==> config.mk <==
export PLATFORM = sky130hd
export DESIGN_NAME = vsim_chan_mux
export DESIGN_NICKNAME = d
export VERILOG_FILES = /design/src/rtl/vsim_chan_mux.sv
export SDC_FILE = /design/constraint.sdc
export NUM_CORES = 1
export LEC_CHECK = 0
export CAP_MARGIN = 0
export CORE_MARGIN = 4
export CORE_UTILIZATION = 30
export DETAILED_ROUTE_END_ITERATION = 6
export MAX_ROUTING_LAYER = met4
export PLACE_DENSITY_LB_ADDON = 0.2
export SLEW_MARGIN = 20
export SYNTH_ARGS = -nofsm -noshare
export SYNTH_HDL_FRONTEND = slang
export SYNTH_SLANG_ARGS = --single-unit
==> constraint.sdc <==
create_clock -name CLK -period 2.9 [get_ports CLK]
set_clock_uncertainty 0.1 [all_clocks]
set_input_delay 0.87 -clock CLK [delete_from_list [all_inputs] [get_ports CLK]]
set_output_delay 0.87 -clock CLK [all_outputs]
set_load 0.05 [all_outputs]
==> src/rtl/vsim_chan_mux.sv <==
// vsim_chan_mux: many-to-one send path toward the simulator endpoint.
// Each user channel has its own small FIFO. A round-robin arbiter picks a
// non-empty FIFO, and the chosen word goes into one registered host-side
// enq port together with the index of the channel it came from.
module vsim_chan_mux #(
  parameter int WIDTH    = 32,
  parameter int CHANNELS = 4,
  parameter int DEPTH    = 4,
  parameter int TAGW     = 2
) (
  input  logic                      CLK,
  input  logic                      nRST,
  input  logic [CHANNELS-1:0]       in_enq__ENA,
  input  logic [CHANNELS*WIDTH-1:0] in_enq_v,
  output logic [CHANNELS-1:0]       in_enq__RDY,
  output logic                      out_enq__ENA,
  output logic [WIDTH-1:0]          out_enq_v,
  output logic [TAGW-1:0]           out_enq_tag,
  input  logic                      out_enq__RDY
);

  localparam int PW = $clog2(DEPTH);
  localparam int CW = PW + 1;

  generate
    if (TAGW != $clog2(CHANNELS)) begin : g_bad_tagw
      $error("vsim_chan_mux: TAGW must equal clog2(CHANNELS)");
    end
    if (CHANNELS < 2) begin : g_bad_channels
      $error("vsim_chan_mux: CHANNELS must be at least 2");
    end
    if ((DEPTH < 2) || ((DEPTH & (DEPTH - 1)) != 0)) begin : g_bad_depth
      $error("vsim_chan_mux: DEPTH must be a power of two and at least 2");
    end
  endgenerate

  logic [WIDTH-1:0]    mem    [CHANNELS][DEPTH];
  logic [PW-1:0]       rd_ptr [CHANNELS];
  logic [PW-1:0]       wr_ptr [CHANNELS];
  logic [CW-1:0]       count  [CHANNELS];

  logic [CHANNELS-1:0] nonempty;
  logic [CHANNELS-1:0] full;
  logic [CHANNELS-1:0] push;
  logic [CHANNELS-1:0] pop;

  // Ready is held low until the first edge after reset is released.
  logic                rdy_en;
  logic [TAGW-1:0]     rr;
  logic [TAGW-1:0]     grant;
  logic                any_valid;
  logic                load;
  logic [WIDTH-1:0]    head;

  // Adds an offset to a channel index, wrapping modulo CHANNELS. The offset
  // is never more than CHANNELS, so a single subtract is enough.
  function automatic logic [TAGW-1:0] wrap_idx(input logic [TAGW-1:0] base,
                                                input int off);
    int s;
    s = int'(base) + off;
    if (s >= CHANNELS) s = s - CHANNELS;
    return TAGW'(s);
  endfunction

  // Per-channel status and handshakes. A full FIFO stays not-ready even in
  // a cycle where it is also being popped, so there is no bypass path.
  always_comb begin
    nonempty    = '0;
    full        = '0;
    in_enq__RDY = '0;
    push        = '0;
    pop         = '0;
    for (int i = 0; i < CHANNELS; i++) begin
      nonempty[i]    = (count[i] != '0);
      full[i]        = (count[i] == CW'(DEPTH));
      in_enq__RDY[i] = rdy_en & ~full[i];
      push[i]        = in_enq__ENA[i] & in_enq__RDY[i];
      pop[i]         = load && (grant == TAGW'(i));
    end
  end

  // Round-robin grant: the first non-empty channel after the last grant.
  always_comb begin
    grant     = '0;
    any_valid = 1'b0;
    for (int k = 1; k <= CHANNELS; k++) begin
      if (!any_valid && nonempty[wrap_idx(rr, k)]) begin
        any_valid = 1'b1;
        grant     = wrap_idx(rr, k);
      end
    end
  end

  // The output register loads when it is empty or draining this cycle.
  always_comb begin
    load = (!out_enq__ENA || out_enq__RDY) && any_valid;
    head = mem[grant][rd_ptr[grant]];
  end

  // FIFO storage. It has no reset because validity is tracked by count.
  always_ff @(posedge CLK) begin
    for (int i = 0; i < CHANNELS; i++) begin
      if (push[i]) mem[i][wr_ptr[i]] <= in_enq_v[i*WIDTH +: WIDTH];
    end
  end

  // FIFO pointers and occupancy. Pointers wrap naturally at DEPTH.
  always_ff @(posedge CLK or negedge nRST) begin
    if (!nRST) begin
      for (int i = 0; i < CHANNELS; i++) begin
        rd_ptr[i] <= '0;
        wr_ptr[i] <= '0;
        count[i]  <= '0;
      end
    end else begin
      for (int i = 0; i < CHANNELS; i++) begin
        if (push[i]) wr_ptr[i] <= wr_ptr[i] + 1'b1;
        if (pop[i])  rd_ptr[i] <= rd_ptr[i] + 1'b1;
        if (push[i] && !pop[i])      count[i] <= count[i] + 1'b1;
        else if (!push[i] && pop[i]) count[i] <= count[i] - 1'b1;
      end
    end
  end

  // Input-ready enable. It goes high on the first edge after reset release.
  always_ff @(posedge CLK or negedge nRST) begin
    if (!nRST) rdy_en <= 1'b0;
    else       rdy_en <= 1'b1;
  end

  // Host-side output register and the round-robin pointer.
  always_ff @(posedge CLK or negedge nRST) begin
    if (!nRST) begin
      out_enq__ENA <= 1'b0;
      out_enq_v    <= '0;
      out_enq_tag  <= '0;
      rr           <= TAGW'(CHANNELS - 1);
    end else if (!out_enq__ENA || out_enq__RDY) begin
      if (any_valid) begin
        out_enq__ENA <= 1'b1;
        out_enq_v    <= head;
        out_enq_tag  <= grant;
        rr           <= grant;
      end else begin
        out_enq__ENA <= 1'b0;
      end
    end
  end

endmodule

Yosys cells after proc, flatten, opt, wreduce, memory -nomap -nowiden
Memory sizes are Yosys's and may differ from the RTL's.
Cells that the tools add are included.
W data, S select, Z words.
Word-level totals
  flip-flop bits (word level): 66
  bits in writable memories: 512
  input port bits: 135
  output and inout bits: 39
  word-level logic and storage cells: 179
  memories kept: 1
Memories
  mem: words 4, width 128, rd ports 1, clocked after Yosys merged registers in 0, wr ports 4, line 37  | logic [WIDTH-1:0] mem [CHANNELS][DEPTH];
Cells by class
  add/sub/neg operators: 24
  magnitude comparators: 18
  equality and inequality tests: 7
  muxes and demuxes: 51
  bitwise operators: 18
  reductions and logical operators: 43
Operators by type and width (count)
  $mux W128: 4
  $demux W32 S2: 4
  $mux W32: 6
  $bmux W32 S2: 1
  $ge A3 B3 Y1 const B: 9
  $mux W3: 8
  $logic_and A1 B1 Y1: 20
  $mux W2: 10
  $not A2 Y3: 6
  $add A2 B1 Y2 const B: 8
  $mux W1: 13
  $add A3 B1 Y3 const B: 4
  $eq A3 B3 Y1 const B: 4
  $logic_not A1 Y1: 12
  $lt A2 B3 Y1 const B: 4
  $lt A3 B1 Y1 const B: 4
  $reduce_bool A3 Y1: 4
  $sub A3 B1 Y3 const B: 4
  $and A1 B1 Y1: 8
  $bmux W1 S2: 4
  $reduce_bool A2 Y1: 4
  $sub A2 B1 Y2 const B: 4
  $add A2 B2 Y3 const B: 2
  $add A2 B3 Y4 const B: 1
  other kinds (9): 13

Logic depth before layout (Yosys ltp)
  word-level depth: 23
  gate-level depth with buffers: 14

Worst setup path before layout
OpenSTA, ideal clock, no wires.
  kind: reg-to-reg
  start: register count[6] in the netlist's numbering
  end: register count[8] in the netlist's numbering
  library setup time: 0.079 ns
  data arrival time: 3.153 ns
  path slack: -0.432 ns
  cell stages (with the launch flop): 10
  period minus slack after synthesis: 3.332 ns
  path through: dfrtp_1 nor2_1 a21boi_0 and2_0 ha_1 inv_1 fa_1 xor2_1 nor2_1 xor2_1
On the way
  elaborated cells between the ends (all ways): 39
  classes of those cells: add/sub: 2; eq/ne: 2; mux: 18; bitwise: 3; reduce/logical: 14
RTL lines
  start: declaration: line 40  | logic [CW-1:0] count [CHANNELS];
  start signal: indexed assignment: line 119  | if (push[i] && !pop[i]) count[i] <= count[i] + 1'b1;
  start signal: indexed assignment: line 120  | else if (!push[i] && pop[i]) count[i] <= count[i] - 1'b1;
  $eq A3 B3 Y1 *: line 75  | full[i] = (count[i] == CW'(DEPTH));
  $not A1 Y1 *: line 76  | in_enq__RDY[i] = rdy_en & ~full[i];
  $and A1 B1 Y1 *: line 76
  net in_enq__RDY[1]: line 15  | output logic [CHANNELS-1:0] in_enq__RDY,
  $and A1 B1 Y1 *: line 77  | push[i] = in_enq__ENA[i] & in_enq__RDY[i];
  net push[1]: line 44  | logic [CHANNELS-1:0] push;
  $logic_not A1 Y1: line 120
  $logic_and A1 B1 Y1: line 120
  $reduce_bool A2 Y1 (no source line)
Mark *: on every way through the listed nets, which the timed path passes. The rest lies on a longest branch. The select of a mux whose other input is x is not followed.
A chain may end at the register's enable or synchronous reset.

Worst setup path after layout
  start: register count[7] in the netlist's numbering
  end: register out_enq_v[9]
On the way
  cells in the longest elaborated chain, start to end: 21
  elaborated cells between the ends (all ways): 33
  classes of those cells: mux: 22; bitwise: 2; reduce/logical: 8; memory: 1
Ends and longest elaborated chain
  $reduce_bool A3 Y1 *: line 74  | nonempty[i] = (count[i] != '0);
  $bmux W1 S2: line 87  | if (!any_valid && nonempty[wrap_idx(rr, k)]) begin
  $mux W1 (implied by the code): line 87
  $mux W1: line 87
  $logic_not A1 Y1: line 87
  $logic_and A1 B1 Y1: line 87
  $mux W1: line 87
  $logic_not A1 Y1: line 87
  [... 3 more ...]
  $logic_and A1 B1 Y1: line 87
  $mux W2: line 87
  $not A2 Y3 (implied by the code): line 97  | head = mem[grant][rd_ptr[grant]];
  $bmux W2 S2: line 97
  $mux W2 (implied by the code) (2 in a row): line 97
  $not A2 Y3 (implied by the code): line 97
  $bmux W32 S2: line 97
  $mux W32 (implied by the code) (2 in a row): line 97
  end signal: assignment: line 135  | out_enq_v <= '0;
  end signal: assignment: line 141  | out_enq_v <= head;
  end: declaration: line 17  | output logic [WIDTH-1:0] out_enq_v,
Every way passes the cells marked *; elsewhere a longest branch is shown, timed or not. The select of a mux whose other input is x is not followed.

==> run_results.csv <==
group,metric,value,unit
final_layout,nFillCells,6875,
worst_setup_path,cp.buffers_inverters,4,
pwr,power_leakage,10.92,nW
worst_setup_path,reg2reg_from,"count[7]",
final_layout,drive_gt1_share,27.09,%
logic_synthesis,netlist_area,22950,µm²
timing,worstMarginPinSlew,0.6435,ns
floorplan,fp.dieW,284.6,µm
clock_network,clock_sinks,578,
placement,place_area,26960,µm²
logic_synthesis,synth_top_area_share,66.99,%
pwr,power_density,1273,nW/µm²
worst_setup_path,cp_slowest_stage_delay,0.50,ns
worst_setup_path,cp.arrival,3.35,ns
logic_synthesis,async_reset_ff_share,11.42,%
timing,max_clock_freq,0.3389,GHz
worst_setup_path,endpoint_kind,"flip-flop",
grt,grt_first_pass_wirelength,91.19,mm
logic_synthesis,syn_inst,1169,
floorplan,die-area,81000,µm²
clock_network,htreeDepth,2,
placement,dp.cells,2427,
worst_setup_path,cp_cell_sequence,"nor3_4 > buf_6 > o32ai_4 > a211oi_4 > buf_4 > buf_12 > clkbuf_16 > mux4_2 > mux2_4 > a22oi_2 > o21ai_1",
final_layout,syn_to_final_growth,30.28,%
logic_synthesis,ys_warn_count,0,
timing,finalSetupTns,-0.2863,ns
final_layout,layoutNonFillerInstCount,2587,
clock_network,tritoncts,"yes",
timing,slew_violations,0,
logic_synthesis,ys_types,46,
worst_setup_path,crit_family,"multiplexers",
detailed_routing,num_vias,12022,
floorplan,coreArea,75950,µm²
timing,fin_crit_sh,101.8,%
detailed_routing,dr.pass1.iters,5,
logic_synthesis,synth_nets,1328,
detailed_routing,wl_per_cell,25.30,µm
detailed_routing,routed_via_density,4.647,
grt,grt_overflow,0,
worst_setup_path,start_kind,"flip-flop",
placement,routabilityCongestion,0.7681,
floorplan,num_io_pins,174,
detailed_routing,finalWirelength,65.45,mm
worst_setup_path,reg2reg_depth,11,
floorplan,rows,101,
worst_setup_path,path_class,"reg2reg",
run,drv_cap,0,
floorplan,initial_core_util,30.22,%
worst_hold_path,hold_path_class,"in2async",
detailed_routing,antenna_left,0,
logic_synthesis,ys_seq_elements,578,
timing,finalSetupViolCount,15,
logic_synthesis,yosys.area.top_type,"edfxtp_1",
detailed_routing,post-route-drc-count,0,
grt,track_usage,16.01,%
final_layout,fin_nets,1664,
clock_network,cts.path.max_buffers,3,
logic_synthesis,syn_avg_cell_area,19.63,µm²
timing,finalHoldViolCount,0,
clock_network,numCtsBuffers,59,
grt,antenna_found_initial,6,
placement,dp_hpwl,37.67,mm
worst_setup_path,worstPathRequired,3.30,ns
clock_network,path_clk_slew,0.06,ns
final_layout,fin_area,29900,µm²
timing,max-slew-margin-rel,57.10,%
detailed_routing,drt-initial-drc-count,841,
placement,io_buffers,173,
grt,grt_max_degree,48,
worst_setup_path,r2r-end,"out_enq_v[9]",
worst_setup_path,crit_fanout,9,
worst_setup_path,cp_slowest_cell,"mux4_2",
logic_synthesis,synth_edf_count,512,
logic_synthesis,synth_ff_type,"edfxtp_1",
run_status,violations,"setup timing",
logic_synthesis,synth_area_leaders,"edfxtp_1 (67%), mux2i_1 (9.8%), dfrtp_1 (7.0%)",
worst_setup_path,ff2ff_setup_slack,-0.05,ns
clock_network,insertion_delay,0.62,ns
logic_synthesis,ys_seq_area_share,74.19,%
clock_network,cts_hold_buf,0,
timing,postLayoutSetupSlackWorst,-0.05076,ns
floorplan,chipHeight,284.6,µm
timing,min_period,2.951,ns
clock_network,clockRootBuffer,"clkbuf_16",
pwr,fin_total_pwr,38.08,mW
grt,first_global_vias,12730,
pwr,vdd_drop_max,0.6605,mV
run_status,outcome,"finished, violations left",
timing,rsz0062_at_grt,"yes",
==> layout by cell type (no fill, tap or decap), types with 16 or more instances in the layout <==
| cell | count |
|---|---|
| dfrtp_1 | 64 |
| and3_2 | 16 |
| clkbuf_16 | 66 |
| mux4_2 | 64 |
| clkdlybuf4s50_1 | 158 |
| ha_1 | 16 |
| buf_4 | 111 |
| mux2_4 | 26 |
| a22oi_2 | 26 |
| clkbuf_1 | 19 |
| buf_12 | 34 |
| xnor2_1 | 16 |
| mux2i_1 | 224 |
| edfxtp_1 | 512 |
| o21ai_1 | 32 |
==> cell usage after synthesis (5+ instances only) <==
cell type / n
and3_1: 16
o21ai_1: 32
buf_4: 6
mux2_2: 36
ha_1: 20
inv_1: 15
xor2_1: 8
buf_6: 7
edfxtp_1: 512
a22oi_1: 32
buf_2: 18
nor2_1: 11
mux2i_1: 224
dfrtp_1: 64
clkbuf_1: 20
xnor2_1: 16
nand2_1: 8
buf_1: 5
mux4_2: 65
==> power breakdown <==
| part | switching, mW | leakage, nW | internal, mW |
|---|---|---|---|
| Clock | 3.15 | 0.950 | 4.55 |
| Sequential | 0.603 | 5.43 | 10.4 |
| Combinational | 9.32 | 4.54 | 10.1 |
| Total | 13.1 | 10.9 | 25.0 |
==> stage by stage <==
stage               util, %  hold slack [ns]  setup slack (ns)
floorplan                 -           0.3454          0.006717
global placement      35.50           0.3683           -0.2361
detailed placement    35.50           0.3672           -0.2526
CTS                   38.23           0.1544          -0.04049
global route          39.37           0.1635           -0.1573
finish                39.37           0.1643          -0.05076
==> layer usage <==
layer / global-route usage, % / routed length, µm / part of all wire, %
met2: 26.96 / 33310 / 51
met5: - / 0 / 0
met4: 2.960 / 980 / 1.5
met1: 20.81 / 28210 / 43
met3: 2.510 / 2951 / 4.5
==> logic make-up after synthesis <==
group                    share of synthesized area [%]
AO/OA/AOI/OAI                                    2.529
XOR/XNOR                                        0.9158
adder cells (fa/ha/maj)                          1.439
buffers and inverters                            1.586
flip-flops                                       74.19
multiplexers                                     17.91
other                                          0.01634
AND/OR/NAND/NOR                                  1.406
==> sequential cells by signal (all words and copies together) (netlist names) <==
register      count
mem             512
out_enq_v        32
count            12
rd_ptr            8
wr_ptr            8
out_enq_tag       2
rr                2
out_enq__ENA      1
rdy_en            1
==> worst register-to-register path, delay by kind of cell, from the launching register on <==
kind	cells	cell delay, ns
multiplexers	2	0.79
buffers and inverters	4	0.66
AO/OA/AOI/OAI	4	0.58
flip-flops	1	0.42
AND/OR/NAND/NOR	1	0.30
==> worst max path at each step <==
stage | to | cells past startpoint | slack, ns | start
2_1_floorplan | count[5] | 14 | 0.007 | rr[1]
3_3_place_gp | count[8] | 11 | -0.24 | out_enq__RDY
3_5_place_dp | count[8] | 11 | -0.25 | out_enq__RDY
4_1_cts | out_enq_v[5] | 11 | -0.04 | count[1]
5_1_grt | out_enq_v[20] | 12 | -0.16 | count[2]
6_report | out_enq_v[9] | 11 | -0.05 | count[7]
==> area by class of cell <==
cell class	instances	area, µm²	share of cell area, %
Multi-Input combinational cell	520	5949	19.90
Antenna cell	3	7.507	0.02511
Timing Repair Buffer	331	3607	12.06
Tap cell	1030	1289	4.310
Clock buffer	81	1589	5.314
Sequential cell	578	17030	56.95
Clock inverter	29	374.1	1.251
Inverter	15	56.30	0.1883
==> timing repair <==
action                                  CTS  global route
resized for setup                        11            92
pin swaps                                 2            38
endpoints found under the setup margin   40            43
gates cloned                              2             7
setup buffers                             3            36
hold endpoints to repair                  0             0
No activity file was read; power rests on OpenSTA's default activity.
